`src/rtl/instr_sequencer.sv`:
```
// Multi-cycle fetch/decode/execute/writeback sequencer that owns the PC and IR.
// Optional fetch watchdog is enabled by defining SEQ_WATCHDOG_EN.
module instr_sequencer #(
    parameter int PC_W          = 8,
    parameter int FETCH_TIMEOUT = 15
) (
    input  logic            clk,
    input  logic            reset_n,
    input  logic            run,
    output logic            imem_req,
    output logic [PC_W-1:0] imem_addr,
    input  logic            imem_ready,
    input  logic [15:0]     imem_rdata,
    output logic [3:0]      op,
    output logic [3:0]      rs,
    output logic [3:0]      rt,
    output logic [3:0]      rd_imm,
    input  logic            ctrl_reg_write,
    output logic            rf_we,
    output logic [PC_W-1:0] pc,
    output logic            busy,
    output logic            halted,
    output logic            illegal_op,
    output logic            err_timeout,
    output logic [15:0]     instr_count
);

    typedef enum logic [2:0] {
        IDLE,
        FETCH,
        DECODE,
        EXECUTE,
        WRITEBACK,
        HALT
    } state_t;

    state_t      state;
    state_t      state_next;
    logic [15:0] ir;
    logic        fetch_done;
    logic        timeout_hit;
    logic        set_illegal;

    assign fetch_done = (state == FETCH) && imem_ready;

`ifdef SEQ_WATCHDOG_EN
    localparam int WD_W = $clog2(FETCH_TIMEOUT + 1);

    logic [WD_W-1:0] wd_cnt;

    // Counts consecutive FETCH cycles without ready; a same-cycle ready beats expiry.
    assign timeout_hit = (state == FETCH) && !imem_ready &&
                         (wd_cnt == WD_W'(FETCH_TIMEOUT - 1));

    always_ff @(posedge clk or negedge reset_n) begin
        if (!reset_n) begin
            wd_cnt      <= '0;
            err_timeout <= 1'b0;
        end else begin
            if (state == FETCH && !imem_ready)
                wd_cnt <= wd_cnt + WD_W'(1);
            else
                wd_cnt <= '0;
            if (timeout_hit)
                err_timeout <= 1'b1;
        end
    end
`else
    logic unused_timeout;

    assign unused_timeout = ^FETCH_TIMEOUT;
    assign timeout_hit    = 1'b0;
    assign err_timeout    = 1'b0;
`endif

    always_comb begin
        state_next  = state;
        set_illegal = 1'b0;
        case (state)
            IDLE: begin
                if (run)
                    state_next = FETCH;
            end
            FETCH: begin
                if (imem_ready)
                    state_next = DECODE;
                else if (timeout_hit)
                    state_next = HALT;
            end
            DECODE: begin
                if (!ir[15]) begin
                    state_next = EXECUTE;
                end else begin
                    state_next  = HALT;
                    set_illegal = (ir[15:12] != 4'hF);
                end
            end
            EXECUTE:   state_next = WRITEBACK;
            WRITEBACK: state_next = run ? FETCH : IDLE;
            HALT:      state_next = HALT;
            default:   state_next = IDLE;
        endcase
    end

    // Only WRITEBACK retires an instruction; halting ones leave pc and count alone.
    always_ff @(posedge clk or negedge reset_n) begin
        if (!reset_n) begin
            state       <= IDLE;
            pc          <= '0;
            ir          <= '0;
            instr_count <= '0;
            illegal_op  <= 1'b0;
        end else begin
            state <= state_next;
            if (fetch_done)
                ir <= imem_rdata;
            if (set_illegal)
                illegal_op <= 1'b1;
            if (state == WRITEBACK) begin
                pc <= pc + PC_W'(1);
                if (instr_count != 16'hFFFF)
                    instr_count <= instr_count + 16'd1;
            end
        end
    end

    assign imem_req  = (state == FETCH);
    assign imem_addr = pc;
    assign rf_we     = (state == WRITEBACK) && ctrl_reg_write;
    assign busy      = (state != IDLE) && (state != HALT);
    assign halted    = (state == HALT);
    assign op        = ir[15:12];
    assign rs        = ir[11:8];
    assign rt        = ir[7:4];
    assign rd_imm    = ir[3:0];

endmodule

```
`config.mk`:
```
export PLATFORM = sky130hd
export DESIGN_NAME = instr_sequencer
export DESIGN_NICKNAME = d
export VERILOG_FILES = /design/src/rtl/instr_sequencer.sv
export SDC_FILE = /design/constraint.sdc
export NUM_CORES = 1
export LEC_CHECK = 0
export ABC_AREA = 1
export BUFFER_PORTS_ARGS = -buffer_cell sky130_fd_sc_hd__buf_2
export CAP_MARGIN = 15
export CORE_MARGIN = 2
export CORE_UTILIZATION = 45
export CTS_CLUSTER_DIAMETER = 150
export DETAILED_ROUTE_END_ITERATION = 6
export PLACE_DENSITY_LB_ADDON = 0.15
export SETUP_SLACK_MARGIN = 0.5
export SLEW_MARGIN = 0
export SYNTH_ARGS = -nofsm -noshare
export SYNTH_HDL_FRONTEND = slang
export SYNTH_SLANG_ARGS = --single-unit
```
`constraint.sdc`:
```
create_clock -name clk -period 1.5 [get_ports clk]
set_input_delay 0.3 -clock clk [delete_from_list [all_inputs] [get_ports clk]]
set_output_delay 0.3 -clock clk [all_outputs]
set_load 0.01 [all_outputs]
```
# Yosys cells after proc, flatten, opt, wreduce, memory -nomap -nowiden
# Cells that the tools add are included.
# op_classes
addsub	2
eq_ne	10
n_mux	7
n_reduce_logical	7
# ops
op	count
one-hot mux 3 bit (6 select lines)	1
adder 16 x 1 -> 16 bit, second input constant	1
inequality test 16 bit, second input constant	1
2-to-1 mux 3 bit	3
adder 8 x 1 -> 8 bit, second input constant	1
== test 3 x 2 -> 1 bit, second input constant	2
== test 3 bit, second input constant	2
inequality test 4 bit, second input constant	1
AND reduction 2 bit	2
== test 3 x 1 -> 1 bit, second input constant	1
logical AND 1 bit	3
zero test 3 bit	1
2-to-1 mux 1 bit	3
inequality test 3 bit, second input constant	1
nonzero test 3 bit	1
inequality test 2 x 1 -> 1 bit, second input constant	1
inequality test 2 bit, second input constant	1
# word_totals
regBits	44
input_bits	21
word_cells	31

# Longest topological paths before layout
# depth
ltp_word	3
ltp_mapped	9
depth_no_buf	9

# Worst setup path before layout
# OpenSTA, ideal clock, no wires.
# synth_path
path_type	register to register
start	register instr_count[1]
end	register instr_count[10]
arrival_ns	1.301
setup_slack_ns	0.082
path_stages_with_launch	10
path_buffers	1
path_cell_list	dfrtp_1 ha_1 nand3_2 inv_1 nand2_4 nor2_4 nor2_4 buf_6 nand2_1 nand2_1
# synth_via
elab_chain_len	2
# synth_lines
item	line_no	text
from (decl)	25	output logic [15:0] instr_count
from (signal assigned)	122	instr_count <= instr_count + 16'd1;
branches (longest 2 deep; another with adder 16 x 1 -> 16 bit)	-	
# Several ways; the timed one is not identified.
# A chain may end at the register's enable or synchronous reset.

# Final worst setup path
# layout_path
start	register state[1]
end	output busy
# layout_via
elab_chain_len	2
# layout_lines
item	line_no	text
from (decl)	37	state_t state;
from (signal assigned)	114	state <= state_next;
inequality test 3 bit / nonzero test 3 bit (equally long branches)	130	assign busy = (state != IDLE) && (state != HALT);
logical AND 1 bit (*)	130	
to (decl)	21	output logic busy,
# Mark *: on every way between the ends. The rest lies on a longest branch, timed or not.

==> impl_metrics.py <==
metrics = {
    "global_routing": {
        "via_count_of_the_first_global_routing_pass": 2407,
        "global_route.usage.total_pct": 24.9,
        "antenna_found_initial": 0,
        "grt_start_max_net_pins": 45,
        "grt_pass1_wl_mm": 11.6,
        "gr-total-overflow": 0,
    },
    "status": {
        "run_status": "complete, but fails checks",
        "violated_checks": "negative setup slack",
    },
    "timing": {
        "post-route-worst-setup-slack_ps": -48.0,
        "layout_worst_path_cycle_share_pct": 103,
        "final_max_slew_viol_count": 0,
        "period_needed_ps": 1550,
        "achievable-frequency_ghz": 0.646,
        "clock_skew_ps": 12.4,
        "report.final.hold_viol_count": 0,
        "worst_slew_pin_slew_ps": 743,
        "timing.final.setup_violations": 3,
        "hold_slack_ps": 218,
        "max-slew-margin-rel_pct": 50.5,
        "rsz0062_at_grt": "true",
    },
    "placement": {
        "detailedPlacementHpwl_mm": 3.71,
        "port_buffers": 73,
        "post-place-cells": 434,
        "gp_congestion": 0.861,
    },
    "synth": {
        "combinational_family_with_the_most_area_after_synthesis": "simple AND/OR/NAND/NOR gates",
        "synth-simple-area-share_pct": 32.3,
        "synthDistinctLibCells": 30,
        "synth.cell_area_mm2": 0.00235,
        "syn-mean-instance-area_um2": 7.99,
        "synth_adder_area_share_pct": 1.07,
        "ys_seq_elements": 44,
        "yosys-mux-area-fraction_pct": 0,
        "syn_inst": 294,
        "synthesis.yosys.warnings": 0,
        "ys_seq_area_share_pct": 46.9,
        "synth_fp_nets": 317,
        "synth-xor-area-share_pct": 4.48,
        "synth-compound-area-share_pct": 5.27,
    },
    "cts": {
        "htree_levels": 2,
        "clock_sinks": 44,
        "cts.reportedPaths.clkPinSlew_ps": 90,
        "total_cts_buffers": 5,
        "cts_root_buf": "sky130_fd_sc_hd__clkbuf_8",
        "cts.path.max_buffers": 2,
        "clk_latency_ps": 310,
        "tritoncts": "yes",
    },
    "setup_path": {
        "critPathCaptureType": "primary output",
        "cpMaxStageDelayCell": "sky130_fd_sc_hd__dfrtp_2",
        "crit_path_buffers_inverters": 2,
        "worst-setup-path-type": "reg -> out",
        "timing.critical_path.fanout_max": 4,
        "worst_path_dominant_cell_family": "flip-flops",
        "max_stage_delay_ps": 480,
        "launching_element_type_of_the_critical_path": "flip-flop",
        "timing.critical_path.arrival_ps": 1250,
        "worstPathCellList": "nor2_4 > nand2_2 > nand2_2 > inv_2 > buf_6",
        "worst_r2r_path_depth": 9,
        "timing.critical_path.required_ps": 1200,
        "cpMostUsedCell": "sky130_fd_sc_hd__nand2_2",
        "critical_path_cell_count": 5,
    },
    "detailed_routing": {
        "routed-via-count": 2591,
        "route.antenna.remaining_nets": 0,
        "first_iter_violations": 172,
        "first_pass_iters": 4,
        "residual_drc": 0,
        "post_drt_via_cell_ratio": 5.07,
        "avgRoutedWirePerCell_um": 15.9,
        "total_wirelength_mm": 8.10,
    },
    "die": {
        "placement_rows": 26,
        "die_w_um": 76.2,
        "core_box_area_mm2": 0.00507,
        "die-area_mm2": 0.00581,
        "ios": 75,
        "start_util_pct": 46.3,
        "chipHeight_um": 76.2,
    },
    "pwr": {
        "cell_internal_pwr_uw": 3970,
        "clock_power_share_pct": 14.2,
        "irDropWorstVdd_uv": 972,
        "sequentialPowerShare_pct": 29.0,
        "p_switching_uw": 2550,
        "power-per-cell-area_mw_per_mm2": 1510,
        "power.combinational.fraction_pct": 56.8,
        "cellLeakagePower_uw": 0.00218,
        "sw_frac_of_total_pct": 39.1,
    },
    "cells_and_area": {
        "layout-area-overhead-vs-synth_pct": 83.5,
        "ant_diodes": 0,
        "nNetsFinal": 463,
        "final_non_filler_cells": 511,
        "layout-drive-gt1-share_pct": 63.7,
    },
    "job": {
        "cap_viol_max_count": 0,
    },
    "min_path": {
        "timing.hold.worst_path_depth": 3,
        "hold_path_class": "in -> reg",
    },
}
==> cell usage in the layout (no fill, tap or decap), types with 2 or more instances in the layout <==
cell type,Yosys,final
sky130_fd_sc_hd__nand2_1,103,60
sky130_fd_sc_hd__buf_6,3,57
sky130_fd_sc_hd__buf_2,1,45
sky130_fd_sc_hd__buf_4,10,39
sky130_fd_sc_hd__dfrtp_1,44,34
sky130_fd_sc_hd__nand2_2,3,33
sky130_fd_sc_hd__inv_1,28,22
sky130_fd_sc_hd__nand3_2,1,16
sky130_fd_sc_hd__nand2_4,2,15
sky130_fd_sc_hd__nor2_1,20,11
sky130_fd_sc_hd__dfrtp_2,0,10
sky130_fd_sc_hd__nor2_4,2,8
sky130_fd_sc_hd__nor2_2,4,7
sky130_fd_sc_hd__xor2_1,7,7
sky130_fd_sc_hd__o21ai_2,3,7
sky130_fd_sc_hd__inv_2,2,6
sky130_fd_sc_hd__nand3_4,0,6
sky130_fd_sc_hd__o21ai_1,3,6
sky130_fd_sc_hd__nand3_1,27,6
sky130_fd_sc_hd__buf_12,0,6
sky130_fd_sc_hd__clkbuf_8,0,5
sky130_fd_sc_hd__nand4_1,4,4
sky130_fd_sc_hd__xnor2_1,5,3
sky130_fd_sc_hd__buf_8,0,3
sky130_fd_sc_hd__nor3_4,1,2
sky130_fd_sc_hd__nand2_8,0,2
sky130_fd_sc_hd__o21ai_4,1,2
sky130_fd_sc_hd__xnor2_2,0,2
==> layout make-up <==
type	instances	area (µm²)
clock inverters	2	35.0
clock buffers	6	72.6
multi-input cells	207	1510
fillers	263	764
inverters	30	130
flip-flops and latches	44	1110
repair buffers	152	1360
well taps	70	87.6
==> flip-flops by register name, indices dropped and copies added (netlist names) <==
register / count
illegal_op: 1
imem_addr: 8
instr_count: 16
ir: 16
state: 3
==> worst paths after layout <==
| kind | from | endpoint | slack, ps |
|---|---|---|---|
| max | state[1] | busy | -50 |
| min | imem_rdata[1] | ir[1] | 220 |
| max reg2reg | instr_count[9] | instr_count[13] | 10 |
| min reg2reg | illegal_op | illegal_op | 480 |
| max in group asynchronous | reset_n | instr_count[3] | 760 |
| min in group asynchronous | reset_n | ir[9] | 480 |
==> cells in the mapped netlist <==
cell	n	area [µm²]
sky130_fd_sc_hd__nor2_2	4	25.0
sky130_fd_sc_hd__o21ai_1	3	15.0
sky130_fd_sc_hd__dfrtp_1	44	1100
sky130_fd_sc_hd__nor3_4	1	16.3
sky130_fd_sc_hd__inv_1	28	105
sky130_fd_sc_hd__conb_1	1	3.75
sky130_fd_sc_hd__a21oi_1	2	10.0
sky130_fd_sc_hd__nand2_2	3	18.8
sky130_fd_sc_hd__nand4_1	4	25.0
sky130_fd_sc_hd__nor3_1	3	15.0
sky130_fd_sc_hd__buf_6	3	33.8
sky130_fd_sc_hd__xor2_1	7	61.3
sky130_fd_sc_hd__buf_4	10	75.1
sky130_fd_sc_hd__clkbuf_1	1	3.75
sky130_fd_sc_hd__xnor2_1	5	43.8
sky130_fd_sc_hd__nand2_4	2	22.5
sky130_fd_sc_hd__nand2_1	103	387
sky130_fd_sc_hd__buf_2	1	5.00
sky130_fd_sc_hd__o21ai_4	1	16.3
sky130_fd_sc_hd__o21ai_2	3	26.3
sky130_fd_sc_hd__a31o_2	1	8.76
sky130_fd_sc_hd__nor2_1	20	75.1
sky130_fd_sc_hd__nor2_4	2	22.5
sky130_fd_sc_hd__o21ai_0	8	40.0
sky130_fd_sc_hd__inv_2	2	7.51
sky130_fd_sc_hd__nand3_2	1	10.0
sky130_fd_sc_hd__nand3_1	27	135
sky130_fd_sc_hd__o211ai_1	1	7.51
sky130_fd_sc_hd__ha_1	2	25.0
sky130_fd_sc_hd__nand3b_1	1	7.51
==> metrics by stage <==
stage	power (µW)	TNS (ps)	util (%)	area (µm²)	setup slack (ps)
2_1_floorplan	2930	0	-	2370	136
3_3_place_gp	3510	0	55.5	2820	148
3_5_place_dp	3550	0	55.5	2820	111
4_1_cts	5740	-41.0	76.1	3860	-30.2
5_1_grt	6870	-678	84.9	4310	-102
6_report	6520	-99.9	84.9	4310	-48.0
==> power by group through the flow <==
stage | logic, µW | clock network, µW | registers (µW)
finish | 3710 | 926 | 1890
global route | 3950 | 991 | 1930
CTS | 2990 | 928 | 1820
detailed placement | 1710 | 0 | 1840
global placement | 1680 | 0 | 1830
floorplan | 954 | 0 | 1980
==> cells by family after synthesis <==
group                    Yosys count
XOR/XNOR                          12
flip-flops                        44
AO/OA/AOI/OAI                     19
buffers and inverters             45
other                              1
AND/OR/NAND/NOR                  171
adder cells (fa/ha/maj)            2
==> worst register-to-register path, stage by stage (launching register included) <==
cell,delay [ps]
sky130_fd_sc_hd__dfrtp_1,410
sky130_fd_sc_hd__nand2_2,130
sky130_fd_sc_hd__nor2_4,200
sky130_fd_sc_hd__nand2_4,110
sky130_fd_sc_hd__nor2_4,120
sky130_fd_sc_hd__nor2_4,60
sky130_fd_sc_hd__buf_6,110
sky130_fd_sc_hd__buf_12,140
sky130_fd_sc_hd__nand2_2,50
sky130_fd_sc_hd__nand2_1,50
==> timing repair <==
action / CTS / global route
endpoints found under the setup margin: 96 / 97
resized for setup: 132 / 74
pin swaps: 28 / 41
hold buffers: 1 / 0
cloned: 4 / 0
buffers inserted: 44 / 20
hold endpoints to repair: 44 / 0
==> layer usage <==
layer | part of all wire, % | vias to the layer above | GRT usage [%]
met5 | 0 | - | 0
met4 | 2.1 | 0 | 6.91
met3 | 5.3 | 15 | 4.38
met2 | 52 | 106 | 41.7
met1 | 41 | 1255 | 33.4
li1 | - | 1215 | -
Note: power is estimated with default switching activity, not from simulation.
